[src/rtl/shot_clock_ctrl_if.sv]
// shot_clock_ctrl_if: run/reload controls and display/alarm outputs of one shot clock
interface shot_clock_ctrl_if #(parameter int DIGITS = 2);
  logic nPAUSE;
  logic reload;
  logic [4*DIGITS-1:0] timer_bcd;
  logic [7*DIGITS-1:0] oSEG;
  logic Alarm;
  logic tick;
  modport master (output nPAUSE, reload, input timer_bcd, oSEG, Alarm, tick);
  modport slave (input nPAUSE, reload, output timer_bcd, oSEG, Alarm, tick);
endinterface

[src/rtl/shot_clock_ctrl.sv]
// shot_clock_ctrl: prescaled BCD countdown with run/hold, reload, timed expiry alarm and active-low 7-seg
// Define SHOT_CLOCK_FLASH_EN to blink the display on every tick while the alarm is active.
module shot_clock_ctrl #(
  parameter int CLK_HZ = 50_000_000,
  parameter int TICK_HZ = 1,
  parameter int DIGITS = 2,
  parameter logic [4*DIGITS-1:0] START_VAL = 'h24,
  parameter int ALARM_TICKS = 3
) (
  input logic CLK_50,
  input logic nRST,
  shot_clock_ctrl_if.slave bus
);
  localparam int DIV = CLK_HZ / TICK_HZ;
  localparam int PW = DIV > 1 ? $clog2(DIV) : 1;
  localparam int AW = $clog2(ALARM_TICKS + 1);
  localparam logic [PW-1:0] TERM = PW'(DIV - 1);
  localparam logic [4*DIGITS-1:0] ONE = (4*DIGITS)'(1);
  typedef enum logic [1:0] {HOLD, RUN, EXPIRED} state_t;
  state_t state_q, state_d;
  logic [PW-1:0] psc_q, psc_d;
  logic [4*DIGITS-1:0] timer_q, timer_d;
  logic [AW-1:0] acnt_q, acnt_d;
  logic alarm_q, alarm_d, tick_q, tick_d, blank;
  logic [7*DIGITS-1:0] seg;
  function automatic logic [4*DIGITS-1:0] bcd_dec(input logic [4*DIGITS-1:0] v);
    logic b;
    b = 1'b1;
    bcd_dec = v;
    for (int k = 0; k < DIGITS; k++) begin
      bcd_dec[4*k+:4] = !b ? v[4*k+:4] : v[4*k+:4] == 4'd0 ? 4'd9 : v[4*k+:4] - 4'd1;
      b = b && v[4*k+:4] == 4'd0;
    end
  endfunction
  function automatic logic [6:0] seg7(input logic [3:0] d);
    case (d)
      4'd0: seg7 = 7'h40;
      4'd1: seg7 = 7'h79;
      4'd2: seg7 = 7'h24;
      4'd3: seg7 = 7'h30;
      4'd4: seg7 = 7'h19;
      4'd5: seg7 = 7'h12;
      4'd6: seg7 = 7'h02;
      4'd7: seg7 = 7'h78;
      4'd8: seg7 = 7'h00;
      4'd9: seg7 = 7'h10;
      default: seg7 = 7'h7F;
    endcase
  endfunction
  always_comb begin
    state_d = state_q;
    psc_d = psc_q;
    timer_d = timer_q;
    acnt_d = acnt_q;
    alarm_d = alarm_q;
    if (bus.reload) begin
      state_d = HOLD;
      psc_d = '0;
      timer_d = START_VAL;
      acnt_d = '0;
      alarm_d = 1'b0;
    end else begin
      case (state_q)
        HOLD: state_d = bus.nPAUSE ? RUN : HOLD;
        RUN: begin
          state_d = bus.nPAUSE ? RUN : HOLD;
          psc_d = tick_q ? '0 : bus.nPAUSE ? psc_q + PW'(1) : psc_q;
          if (tick_q && timer_q == ONE) begin
            state_d = EXPIRED;
            timer_d = '0;
            acnt_d = '0;
            alarm_d = 1'b1;
          end else if (tick_q) begin
            timer_d = bcd_dec(timer_q);
          end
        end
        EXPIRED: begin
          psc_d = tick_q ? '0 : psc_q + PW'(1);
          if (tick_q && alarm_q) begin
            acnt_d = acnt_q + AW'(1);
            alarm_d = acnt_d != AW'(ALARM_TICKS);
          end
        end
        default: state_d = HOLD;
      endcase
    end
    tick_d = state_d != HOLD && psc_d == TERM;
  end
  always_ff @(posedge CLK_50) begin
    if (!nRST) begin
      state_q <= HOLD;
      psc_q <= '0;
      timer_q <= START_VAL;
      acnt_q <= '0;
      alarm_q <= 1'b0;
      tick_q <= 1'b0;
    end else begin
      state_q <= state_d;
      psc_q <= psc_d;
      timer_q <= timer_d;
      acnt_q <= acnt_d;
      alarm_q <= alarm_d;
      tick_q <= tick_d;
    end
  end
`ifdef SHOT_CLOCK_FLASH_EN
  logic flash_q, flash_d;
  // set blank on the expiring tick, toggle per alarm tick, cleared as the alarm drops
  always_comb flash_d = bus.reload ? 1'b0 :
                        (state_q == RUN && tick_q && timer_q == ONE) ? 1'b1 :
                        (state_q == EXPIRED && tick_q && alarm_q) ? alarm_d & ~flash_q : flash_q;
  always_ff @(posedge CLK_50) flash_q <= nRST ? flash_d : 1'b0;
  assign blank = flash_q;
`else
  assign blank = 1'b0;
`endif
  always_comb begin
    seg = '1;
    for (int k = 0; k < DIGITS; k++) seg[7*k+:7] = blank ? 7'h7F : seg7(timer_q[4*k+:4]);
  end
  assign bus.timer_bcd = timer_q;
  assign bus.oSEG = seg;
  assign bus.Alarm = alarm_q;
  assign bus.tick = tick_q;
endmodule

[src/flat_wrapper.sv]
// flat-port wrapper written by rule: the top's interface ports become plain ports
module shot_clock_ctrl_flat 
#(
  parameter int CLK_HZ = 50_000_000,
  parameter int TICK_HZ = 1,
  parameter int DIGITS = 2,
  parameter logic [4*DIGITS-1:0] START_VAL = 'h24,
  parameter int ALARM_TICKS = 3
)
  (CLK_50, nRST, bus_nPAUSE, bus_reload, bus_timer_bcd, bus_oSEG, bus_Alarm, bus_tick);
  shot_clock_ctrl_if #(.DIGITS(DIGITS)) bus_i ();
  input logic CLK_50;
  input logic nRST;
  input wire logic [$bits(bus_i.nPAUSE)-1:0] bus_nPAUSE;
  input wire logic [$bits(bus_i.reload)-1:0] bus_reload;
  output wire logic [$bits(bus_i.timer_bcd)-1:0] bus_timer_bcd;
  output wire logic [$bits(bus_i.oSEG)-1:0] bus_oSEG;
  output wire logic [$bits(bus_i.Alarm)-1:0] bus_Alarm;
  output wire logic [$bits(bus_i.tick)-1:0] bus_tick;
  assign bus_i.nPAUSE = bus_nPAUSE;
  assign bus_i.reload = bus_reload;
  assign bus_timer_bcd = bus_i.timer_bcd;
  assign bus_oSEG = bus_i.oSEG;
  assign bus_Alarm = bus_i.Alarm;
  assign bus_tick = bus_i.tick;
  shot_clock_ctrl #(.CLK_HZ(CLK_HZ), .TICK_HZ(TICK_HZ), .DIGITS(DIGITS), .START_VAL(START_VAL), .ALARM_TICKS(ALARM_TICKS)) u_core (.CLK_50(CLK_50), .nRST(nRST), .bus(bus_i));
endmodule
[config.mk]
export PLATFORM = sky130hd
export DESIGN_NAME = shot_clock_ctrl_flat
export DESIGN_NICKNAME = d
export VERILOG_FILES = /design/src/rtl/shot_clock_ctrl_if.sv /design/src/rtl/shot_clock_ctrl.sv /design/src/flat_wrapper.sv
export SDC_FILE = /design/constraint.sdc
export NUM_CORES = 1
export LEC_CHECK = 0
export ABC_AREA = 1
export CORE_ASPECT_RATIO = 1.2
export CORE_MARGIN = 3
export CORE_UTILIZATION = 32
export DETAILED_ROUTE_END_ITERATION = 6
export GPL_TIMING_DRIVEN = 0
export SLEW_MARGIN = 40
export SYNTH_ARGS = -nofsm -noshare
export SYNTH_HDL_FRONTEND = slang
export SYNTH_SLANG_ARGS = --single-unit
[constraint.sdc]
create_clock -name CLK_50 -period 2.4 [get_ports CLK_50]
set_clock_uncertainty 0.15 [all_clocks]
set_input_delay 0.36 -clock CLK_50 [delete_from_list [all_inputs] [get_ports CLK_50]]
set_output_delay 0.36 -clock CLK_50 [all_outputs]
set_load 0.01 [all_outputs]
**Yosys cells after proc, flatten, opt, wreduce, memory -nomap -nowiden**

Memories as Yosys holds them, arrays and structs flattened. A register that Yosys moved wholly into a read port is not among the register bits.
Index checks and enable logic that the tools add are counted.

- Register bits after elaboration: 40
- Memory bits (read-only): 224
- Bits of input ports: 4
- Output and inout port bits: 24
- Memories kept: 2

Memory list:

| name | depth | bits a word | rd ports | clocked after memory_dff | wr ports | RTL line | source |
|---|---|---|---|---|---|---|---|
| (no name shown) | 16 | 7 | 1 | 1 | 0 | shot_clock_ctrl.sv:36 | `case (d)` |
| (no name shown) | 16 | 7 | 1 | 1 | 0 | shot_clock_ctrl.sv:36 |  |

- Add/sub/neg operators: 4
- Eq/ne operators: 7
- Muxes and demuxes: 24
- Bitwise operators: 1
- Reduce and logical (&&, ||, !) cells: 14

Operator list:

| cell | count |
|---|---|
| two-way mux 26 bit | 4 |
| one-hot mux 26 bit (2 select lines) | 1 |
| two-way mux 4 bit | 7 |
| adder 26 x 1 -> 26 bit, second input constant | 1 |
| equality test 26 bit, second input constant | 1 |
| two-way mux 8 bit | 2 |
| equality test 8 x 1 -> 1 bit, second input constant | 1 |
| zero test 4 bit | 2 |
| two-way mux 2 bit | 4 |
| nonzero test 2 bit | 4 |
| subtractor 4 x 1 -> 4 bit, second input constant | 2 |
| one-hot mux 2 bit (3 select lines) | 1 |
| AND reduction 3 bit | 2 |
| != test 2 x 1 -> 1 bit, second input constant | 2 |
| one-hot mux 2 bit (2 select lines) | 1 |
| logical AND 1 bit | 3 |
| two-way mux 1 bit | 3 |
| adder 2 x 1 -> 2 bit, second input constant | 1 |
| equality test 2 x 1 -> 1 bit, second input constant | 1 |
| equality test 2 bit, second input constant | 1 |
| zero test 2 bit | 1 |
| != test 2 bit, second input constant | 1 |
| one-hot mux 1 bit (2 select lines) | 1 |
| AND reduction 2 bit | 1 |
| other kinds (2) | 2 |

**Depth between registers and ports, before layout**

- Depth in word-level cells: 7
- Gate-level depth with buffers: 15
- Gate-level depth less buffers: 15

**Least setup slack after synthesis**

Ideal clock, no wire load.

- Path type: reg-to-reg
- Start point: reg u_core.state_q[1]
- End point: reg, netlist name u_core.bus.oSEG[0]
- Arrival: 1,992 ps
- Setup slack: 129 ps
- Stages on the path, launching flop included: 13
- Clock period less this slack: 2,271 ps
- Path through: dfxtp_1 -> inv_1 -> ha_1 -> nand2_2 -> inv_1 -> o21ai_0 -> inv_1 -> nor2_1 -> inv_1 -> ha_1 -> or2_2 -> inv_1 -> o21ai_0

- Longest elaborated chain between the ends: 4

Ends and longest elaborated chain:

| element | RTL line | source |
|---|---|---|
| from (decl) | shot_clock_ctrl.sv:20 | `state_t state_q, state_d;` |
| from (signal assigned) | shot_clock_ctrl.sv:98 | `state_q <= state_d;` |
| equality test 2 x 1 -> 1 bit | shot_clock_ctrl.sv:63 | `case (state_q)` |
| AND reduction 2 bit (no line) | n/a |  |
| two-way mux 4 bit (no line) (2 in series) | n/a |  |

Every way passes these cells.
A chain may end at the register's enable or synchronous reset.

**Worst setup path in the final report**

- Start point: reg u_core.state_q[1]
- End point: reg, netlist name u_core.bus.oSEG[0]

- Longest elaborated chain between the ends: 4

Ends and longest elaborated chain:

| element | RTL line |
|---|---|
| equality test 2 x 1 -> 1 bit | shot_clock_ctrl.sv:63 |
| AND reduction 2 bit (no line) | n/a |
| two-way mux 4 bit (no line) (2 in series) | n/a |

Every way passes these cells.

==> flow_metrics.tcl <==
set metrics [dict create \
    cts_made_buffers 5 \
    fin_util 0.406 \
    antenna_found_initial 0 \
    status "finished, final reports clean" \
    synth_edf_count 0 \
    holdWs_ps 355 \
    drtIter0Drc 220 \
    pre_cts_ws_ps -364 \
    gr-usage-all-layers 0.160 \
    ioPinCount 28 \
    fin_crit_sh 0.965 \
    worst_pin_slew_ps 594 \
    ys_ff_latch 54 \
    seq_area_um2 1090 \
    dp_hpwl_um 7100 \
    synth_ff_type "dfxtp_1" \
    synth.most_common_cell "nand2_1" \
    syn-cell-area_um2 3550 \
    yosysTopAreaCell "dfxtp_1" \
    hp-class "flop to flop" \
    irDropWorstVdd_mv 0.243 \
    antenna_left 0 \
    gp_congestion 0.894 \
    synth_nets 590 \
    fin_nets 633 \
    total_power_mw 1.86 \
    gr-total-overflow 0 \
    diodes 0 \
    hold_violations 0 \
    synth_common_cells "nand2_1 (139), nor2_1 (105), inv_1 (69)" \
    fillCellCount 1132 \
    power.leakage_nw 1.80 \
    cp.required_ps 2420 \
    setup_viol 0 \
    wire_per_inst_um 12.7 \
    vias 3663 \
    setup_slack_ps 84.3 \
    worstRegToRegCells 13 \
    grt_max_degree 17 \
    firstDrtPassIters 7 \
    clockPowerShare 0.452 \
    cts_root_buf "clkbuf_16" \
    fin_crit_ps 2320 \
    hold_depth 2 \
    clockBufferDepth 2 \
    grt_pass1_vias 3588 \
    dieWidth_um 102 \
    internal-power_mw 1.43 \
    rsz0062_at_grt "true" \
    cts_tree "yes" \
    cap_viol_max_count 0 \
    multiInputGateArea_um2 2240 \
    numClockSinks 54 \
    async_reset_ff_frac 0 \
    synthDistinctLibCells 38 \
    power.share.combinational 0.063 \
    power_density_nw_per_um2 429 \
    netlist_instances 568 \
    syn_area_per_cell_um2 6.26 \
    arrival_ps 2340 \
    clock_latency_ps 300 \
    wirelength_um 9450 \
    power_frac_seq 0.485 \
    drive_gt1_frac 0.144 \
    ctsHtreeMaxLevel 2 \
    netlist.area_leader.share 0.304 \
    io_buffers 26 \
    rows 41 \
    route.detailed.drc 0 \
    maxSlewViolCount 0 \
    cp-end-kind "flop" \
    max-slew-margin-rel 0.600 \
    netSwitchingPower_mw 0.430 \
    yosysWarnings 0 \
    grt_pass1_wl_um 16000 \
    worstSetupPathType "flop to flop" \
    seq_area_frac_synth 0.304 \
    timing.fmax_mhz 432 \
    area.growth.synth_to_final_pct 22.0 \
    core_area_um2 10700 \
    synth_area_leaders "dfxtp_1 (30%), nand2_1 (15%), nor2_1 (11%)" \
    path_clk_slew_ps 70 \
    cp_max_fo 5 \
    routed_via_density 4.94 \
    initial_core_util 0.333 \
    swShare 0.231 \
    die_height_um 121 \
    design.die.area_um2 12400 \
    cp-start-kind "flop" \
]
## stage by stage
| stage | area [um^2] | std cells | setup TNS [ps] |
|---|---|---|---|
| after floorplan | 3550 | 568 | 0 |
| after global placement | 3980 | 723 | -2670 |
| after detailed placement | 3980 | 723 | -2870 |
| after CTS | 4200 | 733 | -14.1 |
| after global routing | 4340 | 741 | -91.8 |
| final | 4340 | 741 | 0 |
## worst paths after layout
kind,start,end,slack (ps)
min reg2reg,u_core.acnt_q[0],u_core.acnt_q[0],350
max,u_core.state_q[1],u_core.bus.oSEG[0],80
max reg2reg,u_core.state_q[1],u_core.bus.oSEG[0],80
min,u_core.acnt_q[0],u_core.acnt_q[0],350
## worst max-delay path, cell delays in order, from the launching register on
cell	delay (ps)
dfxtp_4	350
inv_2	80
ha_4	160
nand2_2	90
inv_2	110
o211ai_1	110
o21ai_1	180
inv_2	100
nor2_2	140
inv_1	100
ha_1	200
or2_2	290
inv_1	50
o21ai_0	70
## logic make-up after synthesis
logic type / after synthesis / share of synthesized area
AOI/OAI and AO/OA: 73 / 0.119
xor gates and xnor gates: 2 / 0.00493
adders and majority gates: 18 / 0.0634
buffers and inverters: 82 / 0.0901
DFF: 54 / 0.304
and+or+nand+nor: 339 / 0.419
## metal layers
| metal | global-route usage | vias to the layer above | share of wire |
|---|---|---|---|
| li1 | - | 1888 | - |
| met1 | 0.194 | 1666 | 0.44 |
| met3 | 0.0236 | 18 | 0.033 |
| met5 | 0 | - | 0 |
| met4 | 0.0705 | 0 | 0.035 |
| met2 | 0.276 | 91 | 0.49 |
## placed cells by master (no fill, tap or decap), drive strengths merged
master,Yosys,layout
dfxtp,54,54
buf,6,16
nor2,115,115
o21bai,4,4
o22ai,2,2
nand3b,1,1
nand3,56,56
clkbuf,2,8
a211oi,1,1
a21o,1,1
xor2,1,1
or2,4,4
clkdlybuf4s50,0,26
inv,73,73
nand4,2,2
ha,18,18
clkinvlp,0,1
o21ai,29,29
a21boi,1,1
a21oi,30,30
a31oi,2,2
nor3,10,10
nand2,150,150
bufinv,0,1
o31ai,1,1
o211ai,2,2
xnor2,1,1
and3,1,1
clkinv,1,1
## flip-flops by register name (all words and copies together), names as in the netlist
signal	flops
u_core.bus.oSEG	14
u_core.bus.Alarm	1
u_core.state_q	2
u_core.bus.timer_bcd	8
u_core.acnt_q	2
u_core.bus.tick	1
u_core.psc_q	26
## area by class of cell
cell class,count,area share
Multi-Input combinational cell,432,0.516
Inverter,74,0.0652
Clock buffer,6,0.0297
Clock inverter,2,0.00866
Tap cell,129,0.0372
Sequential cell,54,0.252
Buffer,8,0.0136
Timing Repair Buffer,36,0.0773
## timing repair
action	CTS	global route
setup endpoints to repair	8	10
buffers inserted	2	8
hold buffers	0	0
pin swaps	2	11
gates resized for setup	12	36
## power groups by stage
stage	Clock, mW	Sequential [mW]	Combinational [mW]
2_1_floorplan	0	0.924	0.0712
3_3_place_gp	0	0.925	0.0990
3_5_place_dp	0	0.925	0.100
4_1_cts	0.855	0.905	0.105
5_1_grt	0.892	0.903	0.129
6_report	0.840	0.903	0.117
Note: power is estimated with default switching activity, not from simulation.
